`src/rtl/reg_file_param.sv`:
```
// reg_file_param: WIDTH x DEPTH register file with two combinational read ports,
// one write port and a one-register-per-cycle clear sweep. Define RF_BYPASS_EN for write-through forwarding.
module reg_file_param #(
  parameter  int WIDTH  = 16,
  parameter  int DEPTH  = 8,
  localparam int ADDR_W = $clog2(DEPTH)
) (
  input  logic              clk,
  input  logic              reset,
  input  logic              wr,
  input  logic [ADDR_W-1:0] wr_addr,
  input  logic [WIDTH-1:0]  d_in,
  input  logic [ADDR_W-1:0] rd_addr_a,
  input  logic [ADDR_W-1:0] rd_addr_b,
  output logic [WIDTH-1:0]  d_out_a,
  output logic [WIDTH-1:0]  d_out_b,
  input  logic              clr,
  output logic              busy
);

  typedef enum logic {IDLE = 1'b0, CLEAR = 1'b1} state_t;

  localparam logic [ADDR_W-1:0] LAST = ADDR_W'(DEPTH - 1);

  state_t            state;
  state_t            state_nxt;
  logic [ADDR_W-1:0] ptr;
  logic [ADDR_W-1:0] ptr_nxt;
  logic [WIDTH-1:0]  mem [DEPTH];
  logic              wr_in_range;
  logic              wr_acc;

  always_ff @(posedge clk) begin
    if (reset) begin
      state <= IDLE;
      ptr   <= '0;
    end else begin
      state <= state_nxt;
      ptr   <= ptr_nxt;
    end
  end

  always_comb begin
    state_nxt = state;
    ptr_nxt   = ptr;
    case (state)
      IDLE: begin
        if (clr) begin
          state_nxt = CLEAR;
          ptr_nxt   = '0;
        end
      end
      CLEAR: begin
        if (ptr == LAST) begin
          state_nxt = IDLE;
          ptr_nxt   = '0;
        end else begin
          ptr_nxt = ptr + ADDR_W'(1);
        end
      end
      default: begin
        state_nxt = IDLE;
        ptr_nxt   = '0;
      end
    endcase
  end

  // busy decodes the state flop only, so no input reaches it combinationally
  assign busy = (state == CLEAR);

  // Addresses are matched against each implemented slot, so codes >= DEPTH hit nothing
  always_comb begin
    wr_in_range = 1'b0;
    for (int i = 0; i < DEPTH; i++) begin
      if (wr_addr == ADDR_W'(i)) wr_in_range = 1'b1;
    end
  end

  assign wr_acc = wr && !reset && (state == IDLE) && wr_in_range;

  always_ff @(posedge clk) begin
    for (int i = 0; i < DEPTH; i++) begin
      if (reset) begin
        mem[i] <= '0;
      end else if (state == CLEAR) begin
        if (ptr == ADDR_W'(i)) mem[i] <= '0;
      end else if (wr_acc && (wr_addr == ADDR_W'(i))) begin
        mem[i] <= d_in;
      end
    end
  end

  always_comb begin
    d_out_a = '0;
    d_out_b = '0;
    for (int i = 0; i < DEPTH; i++) begin
      if (rd_addr_a == ADDR_W'(i)) d_out_a = mem[i];
      if (rd_addr_b == ADDR_W'(i)) d_out_b = mem[i];
    end
`ifdef RF_BYPASS_EN
    if (wr_acc && (rd_addr_a == wr_addr)) d_out_a = d_in;
    if (wr_acc && (rd_addr_b == wr_addr)) d_out_b = d_in;
`endif
  end

endmodule
```
`config.mk`:
```
export PLATFORM = sky130hd
export DESIGN_NAME = reg_file_param
export DESIGN_NICKNAME = d
export VERILOG_FILES = /design/src/rtl/reg_file_param.sv
export SDC_FILE = /design/constraint.sdc
export NUM_CORES = 1
export LEC_CHECK = 0
export ABC_CLOCK_PERIOD_IN_PS = 5200
export CORE_MARGIN = 10
export CORE_UTILIZATION = 40
export CTS_CLUSTER_SIZE = 24
export DETAILED_ROUTE_END_ITERATION = 16
export PLACE_DENSITY = 0.55
export SYNTH_ARGS = -nofsm -noshare
export SYNTH_HDL_FRONTEND = slang
export SYNTH_SLANG_ARGS = --single-unit
export TNS_END_PERCENT = 100
```
`constraint.sdc`:
```
create_clock -name clk -period 5.2 [get_ports clk]
set_input_delay 1.04 -clock clk [delete_from_list [all_inputs] [get_ports clk]]
set_output_delay 1.04 -clock clk [all_outputs]
set_load 0.05 [all_outputs]
```
=== Yosys cells after proc, flatten, opt, wreduce, memory -nomap -nowiden ===
Memory sizes are Yosys's and may differ from the RTL's.
Cells that the tools add are included.

* Bits in registers: 4
* RAM bits: 128
* Input bits: 29
* Output and inout bits: 33
* Word-level logic and storage cells: 178
* Memories: 1

* $add $sub $neg: 1
* Equal/unequal tests: 29
* Multiplexer cells: 112
* Bitwise operators: 17
* Reduce and logical (&&, ||, !) cells: 16

{| class="wikitable"
|+ Memories
! name !! depth !! bits a word !! read ports !! clocked after Yosys merged registers in !! wr ports !! RTL line !! RTL
|-
| mem || 8 || 16 || 8 || 0 || 8 || 29 || <nowiki>logic [WIDTH-1:0] mem [DEPTH];</nowiki>
|}

{| class="wikitable"
|+ Operators by type and width
! cell !! number
|-
| 16-bit two-way mux || 32
|-
| 1-bit two-way mux || 76
|-
| 3-bit equality test (second input constant) || 16
|-
| 3-bit by 2-bit equality test with 1-bit output (second input constant) || 8
|-
| 1-bit OR || 16
|-
| 3-bit by 1-bit equality test with 1-bit output (second input constant) || 4
|-
| 3-bit logical NOT || 4
|-
| 1-bit logical AND || 11
|-
| 3-bit two-way mux || 2
|-
| 3-bit one-hot mux with 2 select lines || 1
|-
| 3-bit by 1-bit adder with 3-bit output (second input constant) || 1
|-
| 2-bit != test (second input constant) || 1
|-
| 1-bit one-hot mux with 2 select lines || 1
|-
| 1-bit logical NOT || 1
|-
| 1-bit NOT || 1
|}

=== Depth between registers and ports, before layout ===
Gate-level depths: netlist (run 1).

* Word-level depth: 16
* Gate-level depth with buffers: 6
* Mapped depth without buffers: 5

=== Least setup slack after synthesis (run 1) ===
Ideal clock, no wire load.

* Path kind: input to output
* Start: input port rd_addr_a[1]
* End: output port d_out_a[10]
* Arrival time: 2690 ps
* Required time: 4160 ps
* Setup slack: 1470 ps
* Stages on the path: 5
* Buffers on the path: 2
* Cells stage by stage: buf_2 nor2b_1 buf_2 a22oi_1 a32oi_1

* Cells in the longest elaborated chain, start to end: 9
* Elaborated cells between the ends (all ways): 16
* Those cells by class: eq/ne (7); mux (8); reduce/logical (1)

{| class="wikitable"
|+ Ends and longest elaborated chain
! what !! RTL line !! RTL
|-
| from (decl) || 13 || <nowiki>input logic [ADDR_W-1:0] rd_addr_a,</nowiki>
|-
| 3-bit logical NOT || 97 || <nowiki>if (rd_addr_a == ADDR_W'(i)) d_out_a = mem[i];</nowiki>
|-
| 16-bit two-way mux (7 in series) || 97 ||
|-
| 16-bit two-way mux * || 97 ||
|-
| to (decl) || 15 || <nowiki>output logic [WIDTH-1:0] d_out_a,</nowiki>
|}

Every way passes the cells marked *; elsewhere a longest branch is shown, timed or not.

=== Worst setup path after layout (run 1) ===
* Start: input port rd_addr_a[2]
* End: output port d_out_a[8]

The elaborated chain is that of the path after synthesis.

==> results of run 1 <==
final timing paths:
check | cells past startpoint | to | slack [ps]
setup reg to reg | 4 | mem[0][43] | 2600
setup / recovery | 6 | d_out_a[8] | 800
hold reg to reg | 3 | ptr[0] | 660
hold / removal | 3 | ptr[0] | 660
cell usage after synthesis (all sizes together), types with 2 or more instances:
cell	n	area, um2
nand3b	17	131
nor3	5	70.1
ha	6	75.1
and2	130	813
mux2i	48	480
nor2	8	60.1
inv	6	22.5
nand2	18	67.6
a32oi	29	254
a22o	16	140
edfxtp	128	3840
buf	29	189
o22a	15	131
a22oi	30	225
a311o	3	30.0
a21oi	3	15.0
clkbuf	23	87.6
a21boi	15	113
nor2b	16	100
dfxtp	4	80.1
o21ai	31	155
a211o	21	184
nand2b	20	125
mux4	2	45.0
critical path: stages:
cell,delay [ps]
clkdlybuf4s50_1,850
and2b_1,480
buf_4,270
a22oi_1,110
a32oi_1,400
buf_12,190
routing by layer:
metal	share of wire, %	vias to the layer above	wire length, um
met4	1.6	0	359
met3	6.1	30	1340
met5	0	-	0
met1	44	2725	9580
met2	48	203	10600
li1	-	2521	-
per-stage QoR:
stage               std cells  power [W]  cell area [um2]  worst slack, ps
finish                    938    0.00295             9090              799
global route              937    0.00304             9080              641
CTS                       937    0.00296             9080              803
detailed placement        905    0.00178             8510              814
global placement          905    0.00177             8510              826
floorplan                 634    0.00156             7530             1470
final cells by class:
type	count	share of cell area (%)
multi-input combinational	444	36.4
clock buffer	19	4.76
inverter	6	0.248
tap	234	3.22
sequential	132	43.2
antenna	1	0.0275
clock inverter	13	1.54
timing repair buffer	89	10.6
kinds of logic after synthesis:
kind of cell,after synthesis
AND/OR/NAND/NOR,221
AO/OA/AOI/OAI,167
flip-flops,132
buffers and inverters,58
multiplexers,50
adder cells (fa/ha/maj),6
state kept, by name (all words and copies together) (netlist names):
name,cells
mem,128
busy,1
ptr,3
power by group:
part	total [W]	internal, W	switching (W)
clock network	0.00119	0.000742	0.000448
logic	0.000507	0.000196	0.000311
registers	0.00125	0.00122	0.0000308
total	0.00295	0.00216	0.000790
==> key figures, run 1 <==
Setup path
  • Critical path launch point type: input pin
  • Critical Path Sink Type: output pin
  • Worst flop-to-flop path startpoint: busy
  • Critical Path RT: 4160 ps
  • Critical path arrival: 3360 ps
  • Worst-path fanout max: 16
  • Crit path launch: rd_addr_a[2]
  • Critical path class: in2out

Clocking
  • Clock Pin Slew Worst Setup and Hold Paths: 60 ps
  • CTS tree: built
  • Inserted Clock Buffers: 17
  • Buffer count from post-CTS setup fixing: 0
  • Clock Sink Count: 132
  • Hold_buf cts: 0
  • Clock latency on the worst-skew pair: 420 ps
  • Max clock buf depth: 2
  • Post-cts repair resize count: 0
  • CTS HTree Levels: 4
  • Root buf cell: clkbuf_16

Timing
  • Final worst path period share: 84.6%
  • Rel. slew slack: 37.6%
  • Fin crit period: 4400 ps
  • RSZ-0062 raised after global routing: false
  • Max-slew violations: 0
  • Clk_skew: 5.89 ps
  • WHS: 656 ps
  • Worst-Margin Slew: 935 ps
  • Final hold violations: 0
  • Fmax: 0.227 GHz
  • Setup violations, final: 0
  • Setup_tns: 0 ps

Flow run
  • MaxCap Viol Count: 0

Global routing
  • Gr busiest metal: met2
  • Met2 usage: 29.8%
  • Number of global-route vias before repair: 5530
  • M3 GR Usage: 3.52%
  • First-pass GRT wire length: 33200 um
  • Tot GR Track Use: 17.9%
  • Global route overflow: 0
  • M1 GR Usage: 23.1%
  • Largest net degree at the start of global routing: 39
  • Initial antenna violation count: 0

Floorplanning
  • Die Wd: 157 um
  • Row cnt: 50
  • Starting density of the core: 40.4%
  • Core area: 0.0186 mm2
  • Die area: 0.0247 mm2
  • Ports: 62
  • Die height: 157 um

Layout
  • NumNets Final: 725
  • Register Area: 0.00392 mm2
  • Commonest non-fill, non-tap cell in the layout: and2_1
  • Fin util: 48.7%
  • Commonest non-fill, non-tap cells in the layout: 130 x and2_1, 128 x edfxtp_1, 48 x mux2i_1
  • Area of the multi-input gates: 0.00331 mm2
  • Area Overhead vs Synth: 20.7%
  • Filler instances: 1692
  • Layout cell share with drive strength beyond 1: 12.5%

Place
  • Placer Congestion: 0.866
  • Post-DP HPWL: 14000 um
  • IO buf count: 61

Synthesis
  • Synth warn: 0
  • Largest family of logic cells by synthesized area: simple AND/OR/NAND/NOR gates
  • Synth Flop Type: edfxtp_1
  • Cells after Synth: 634
  • Register bit total from synthesis: 132
  • Register area share after synthesis: 52.1%
  • XOR/XNOR Fraction of Synth Area: 0%
  • Post-synth cell types: 42
  • Adder-Cell Fraction of Synth Area: 0.997%
  • Number of flops mapped to enable cells by yosys: 128
  • Simple-gate share of the synthesized area: 19.0%
  • Netlist Area Pre-Place: 0.00753 mm2
  • Synthesized area per cell: 11.9 um2
  • Post-synthesis compound-gate area fraction: 17.0%
  • Syn nets: 669
  • Post-synthesis mux area share: 6.98%
  • Ys async rst share: 0%

Drt
  • Wirelength, routed: 21900 um
  • WL/cell: 23.3 um
  • Via Count: 5479
  • DRC: 0
  • Avg Vias per Cell: 5.84
  • Iter 0 DRT Violations: 439
  • Remaining antenna violation count: 0
  • TritonRoute pass-1 iters: 5

Outcome
  • Outcome: finished, final reports clean

Power and ir drop
  • Leak: 3.38 nW
  • VDD IR max: 0.238 mV
  • Power Density: 325 mW/mm2

Hold path
  • Worst min path class: reg2reg
  • Hold_sp: ptr[0]
No activity file was read; power rests on OpenSTA's default activity.
==> inputs of run 2 (changes only) <==
- ABC_CLOCK_PERIOD_IN_PS: 5200 -> 4300
- clock period: 5.2 -> 4.3 ns (I/O delays scaled with it)
==> run 2 against run 1 <==
  * Critical endpoint is now d_out_b[12]
  * Cell area rose by 0.63%
  * First-iteration DRC count rose by 14%
  * Highest routed layer unchanged
  * Flip-flop and latch count did not move
  * Via count rose by 2.7%
  * Combinational power rose by 24%
  * Global-route usage rose by 0.98 points
  * Critical path depth did not move
  * Clock power rose by 14%
  * Register-to-register slack got worse by 520 ps
  * Sequential share of layout area fell by 0.27 points
  * Die area did not move
  * Largest power group unchanged
  * Clock skew fell by 2.4 ps
==> key figures, run 2 (synthesized netlist as in run 1, its figures left out) <==
Floorplanning
  • Starting density of the core: 40.4%
  • Row cnt: 50
  • Ports: 62
  • Die Wd: 157 um
  • Die area: 0.0247 mm2
  • Core area: 0.0186 mm2
  • Die height: 157 um

Setup path
  • Critical path launch point type: input pin
  • Reg-to-reg slack, setup: 2080 ps
  • Worst-path fanout max: 25
  • Critical Path RT: 3440 ps
  • Critical path arrival: 2970 ps
  • FF-to-FF path depth: 5
  • Worst flop-to-flop path startpoint: busy
  • Critical path class: in2out
  • Critical Path Sink Type: output pin
  • Capturing point of the worst reg2reg path: mem[0][63]

Clocking
  • Post-cts repair resize count: 0
  • CTS tree: built
  • Clock latency on the worst-skew pair: 420 ps
  • Root buf cell: clkbuf_16
  • CTS HTree Levels: 4
  • Clock Pin Slew Worst Setup and Hold Paths: 50 ps
  • Clock Sink Count: 132
  • Max clock buf depth: 2
  • Buffer count from post-CTS setup fixing: 0
  • Inserted Clock Buffers: 17
  • Hold_buf cts: 0

Place
  • Placed Cells: 915
  • Post-DP HPWL: 14700 um
  • Post-DP Area: 0.00861 mm2
  • Placer Congestion: 0.878
  • IO buf count: 61

Power and ir drop
  • Power Density: 383 mW/mm2
  • Leak: 3.43 nW
  • VDD IR max: 0.306 mV

Layout
  • Fin area: 0.00914 mm2
  • Largest register FFs: 128
  • Non-filler cells, final: 945
  • Area Overhead vs Synth: 21.4%
  • Commonest non-fill, non-tap cells in the layout: 130 x and2_1, 128 x edfxtp_1, 48 x mux2i_1
  • Largest Register: mem
  • NumNets Final: 735
  • Commonest non-fill, non-tap cell in the layout: and2_1
  • # diodes: 0
  • Layout cell share with drive strength beyond 1: 13.8%

Drt
  • Iter 0 DRT Violations: 501
  • Via Count: 5629
  • Remaining antenna violation count: 0
  • DRC: 0
  • WL/cell: 24.3 um
  • TritonRoute pass-1 iters: 5
  • Avg Vias per Cell: 5.96
  • Wirelength, routed: 23000 um

Timing
  • Setup_tns: 0 ps
  • Final hold violations: 0
  • Final worst path period share: 89.0%
  • Worst-Margin Slew: 675 ps
  • Rel. slew slack: 55.0%
  • Fin crit period: 3830 ps
  • Clk_skew: 3.49 ps
  • Fmax: 0.261 GHz
  • WHS: 642 ps
  • RSZ-0062 raised after global routing: false
  • Max-slew violations: 0
  • Setup violations, final: 0

Hold path
  • Hold EP: ptr[0]
  • Worst min path class: reg2reg
  • Hold_sp: ptr[0]
  • WHS Path Cells: 3

Global routing
  • First-pass GRT wire length: 34700 um
  • Largest net degree at the start of global routing: 40
  • Initial antenna violation count: 0
  • Global route overflow: 0
  • Tot GR Track Use: 18.9%
  • Number of global-route vias before repair: 5703

Flow run
  • MaxCap Viol Count: 0

Outcome
  • Outcome: finished, final reports clean
-- run 2: cell count changes in the layout (fill, tap and decap cells not counted) --
cell / previous run / this run
clkdlybuf4s50_1: 42 / 38
bufinv_16: 3 / 2
buf_12: 16 / 19
clkinv_2: 4 / 3
diode_2: 1 / 0
clkinv_1: 4 / 3
buf_4: 27 / 38
clkinvlp_4: 2 / 0
clkbuf_1: 2 / 5
-- run 2: power breakdown --
group          internal [W]  switching, W
clock              0.000836      0.000521
combinational      0.000247      0.000383
sequential          0.00148     0.0000390
total               0.00256      0.000943
-- run 2: critical path: stages --
cell and delay [ps]:
buf_2 460, buf_4 310, mux2i_1 90, o22a_1 180
a32oi_1 210, clkdlybuf4s50_1 840
-- run 2: routing by layer --
layer  wire length (um)  part of all wire [%]  track usage [%]
met1               9600                    42             23.5
met2              11600                    51             32.4
met5                  0                     0                0
met3               1430                   6.2             4.09
met4                320                   1.4             5.16
-- run 2: worst max path at each step --
stage                              to  cells past startpoint          from
final                     d_out_b[12]                      6  rd_addr_b[1]
after global routing      d_out_b[13]                      6  rd_addr_b[1]
after CTS                 d_out_b[12]                      6  rd_addr_b[1]
after detailed placement  d_out_b[12]                      6  rd_addr_b[1]
after global placement    d_out_b[12]                      6  rd_addr_b[1]
after floorplan           d_out_a[10]                      5  rd_addr_a[1]
-- run 2: area by class of cell --
class                   instances  area [um2]
clock buffers                  22         444
fillers                      1679        9500
inverters                       6        22.5
well taps                     234         293
repair buffers                 99        1070
clock inverters                 8        86.3
multi-input cells             444        3310
flip-flops and latches        132        3920
-- run 2: through the flow --
step / power [W] / setup slack, ps / util (%)
2_1_floorplan: 0.00189 / 930 / -
3_5_place_dp: 0.00217 / 474 / 46.2
3_3_place_gp: 0.00216 / 489 / 46.2
4_1_cts: 0.00351 / 481 / 49.0
5_1_grt: 0.00362 / 361 / 49.0
6_report: 0.00350 / 475 / 49.0
==> inputs of run 3 (changes only) <==
- ABC_CLOCK_PERIOD_IN_PS: 4300 -> 4180
- GPL_TIMING_DRIVEN: not set -> 0
- clock period: 4.3 -> 4.18 ns (I/O delays scaled with it)
==> run 3 against run 2 <==
  * First-iteration DRC count up 18%
  * Clock power up 18%
  * Worst setup slack worse by 420 ps
  * Die area unchanged
  * Sequential share of layout area up 0.66 points
  * Clock skew up 3.3 ps
  * Largest power group is now clock
  * Via count up 3.4%
  * Sequential power up 3%
  * Combinational power down 7.1%
==> key figures, run 3 (synthesized netlist as in run 1, its figures left out) <==
Outcome
  • Outcome: finished, final reports clean

Global routing
  • Global route overflow: 0
  • First-pass GRT wire length: 37500 um
  • Tot GR Track Use: 21.0%
  • Number of global-route vias before repair: 5996
  • Largest net degree at the start of global routing: 17
  • Initial antenna violation count: 0

Layout
  • Fin area: 0.00900 mm2
  • Commonest non-fill, non-tap cell in the layout: and2_1
  • # diodes: 0
  • Largest register FFs: 128
  • Commonest non-fill, non-tap cells in the layout: 130 x and2_1, 128 x edfxtp_1, 48 x mux2i_1
  • NumNets Final: 748
  • Area Overhead vs Synth: 19.6%
  • Largest Register: mem
  • Layout cell share with drive strength beyond 1: 12.9%
  • Non-filler cells, final: 960

Timing
  • Worst-Margin Slew: 1190 ps
  • Fmax: 0.243 GHz
  • Max-slew violations: 0
  • Clk_skew: 6.80 ps
  • RSZ-0062 raised after global routing: false
  • Setup violations, final: 0
  • Fin crit period: 4120 ps
  • Setup_tns: 0 ps
  • Rel. slew slack: 21.0%
  • Final hold violations: 0
  • Final worst path period share: 98.6%

Place
  • IO buf count: 60
  • Placed Cells: 928
  • Post-DP HPWL: 17200 um
  • Post-DP Area: 0.00842 mm2
  • Placer Congestion: 0.880

Hold path
  • WHS Path Cells: 2
  • Worst min path class: reg2reg
  • Hold_sp: busy
  • Hold EP: busy

Drt
  • Via Count: 5818
  • WL/cell: 26.6 um
  • Remaining antenna violation count: 0
  • Iter 0 DRT Violations: 590
  • Avg Vias per Cell: 6.06
  • Wirelength, routed: 25500 um
  • DRC: 0
  • TritonRoute pass-1 iters: 5

Setup path
  • Critical path arrival: 3290 ps
  • Critical path class: in2out
  • Critical path launch point type: input pin
  • Reg-to-reg slack, setup: 1550 ps
  • Worst-path fanout max: 10
  • Worst flop-to-flop path startpoint: busy
  • Capturing point of the worst reg2reg path: mem[0][40]
  • Critical Path Sink Type: output pin
  • FF-to-FF path depth: 3
  • Critical Path RT: 3340 ps

Floorplanning
  • Die area: 0.0247 mm2
  • Die height: 157 um
  • Die Wd: 157 um
  • Row cnt: 50
  • Starting density of the core: 40.4%
  • Ports: 62
  • Core area: 0.0186 mm2

Clocking
  • Hold_buf cts: 0
  • Clock Pin Slew Worst Setup and Hold Paths: 60 ps
  • Root buf cell: clkbuf_16
  • Post-cts repair resize count: 39
  • Inserted Clock Buffers: 17
  • Buffer count from post-CTS setup fixing: 0
  • Clock Sink Count: 132
  • Clock latency on the worst-skew pair: 430 ps
  • Max clock buf depth: 2
  • CTS HTree Levels: 4
  • CTS tree: built

Power and ir drop
  • Leak: 3.46 nW
  • Total Power: 0.00374 W
  • VDD IR max: 0.284 mV
  • Power Density: 416 mW/mm2

Flow run
  • MaxCap Viol Count: 0
run 3: critical path, cell delays in order:
cell and delay (ps):
clkdlybuf4s50_1 490, buf_2 250, and2b_1 390, buf_2 410, a22oi_1 150, a32oi_1 200, dlygate4sd2_1 550
run 3: report_power, final:
part / internal [W] / switching (W)
combinational: 0.000183 / 0.000402
sequential: 0.00152 / 0.0000399
clock: 0.00100 / 0.000596
total: 0.00271 / 0.00104
run 3: area by class of cell:
cell class	instances	area (um2)
Buffer	52	287
Clock buffer	17	425
Clock inverter	15	199
Fill cell	1699	9640
Inverter	6	22.5
Multi-Input combinational cell	444	3310
Sequential cell	132	3920
Tap cell	234	293
Timing Repair Buffer	60	544
run 3: per-layer routing:
metal | up-vias | global-route usage, % | part of all wire, %
met5 | - | 0 | 0
met4 | 0 | 8.06 | 2.7
met3 | 51 | 4.99 | 7.7
met2 | 290 | 33.2 | 47
met1 | 2909 | 27.3 | 42
li1 | 2568 | - | -
run 3: stage by stage:
step | hold slack, ps | utilization [%] | worst slack [ps]
after floorplan | 588 | - | 858
after global placement | 583 | 45.2 | -483
after detailed placement | 595 | 45.2 | -523
after CTS | 606 | 48.4 | 1.82
after global routing | 666 | 48.3 | 7.54
final | 602 | 48.3 | 58.6
run 3: how the worst max path moves through the flow:
stage	from	endpoint	slack, ps
6_report	rd_addr_a[2]	d_out_a[12]	60
5_1_grt	rd_addr_b[0]	d_out_b[10]	8
4_1_cts	rd_addr_a[2]	d_out_a[5]	2
3_5_place_dp	rd_addr_a[1]	d_out_a[5]	-520
3_3_place_gp	rd_addr_a[1]	d_out_a[5]	-480
2_1_floorplan	rd_addr_a[1]	d_out_a[10]	860
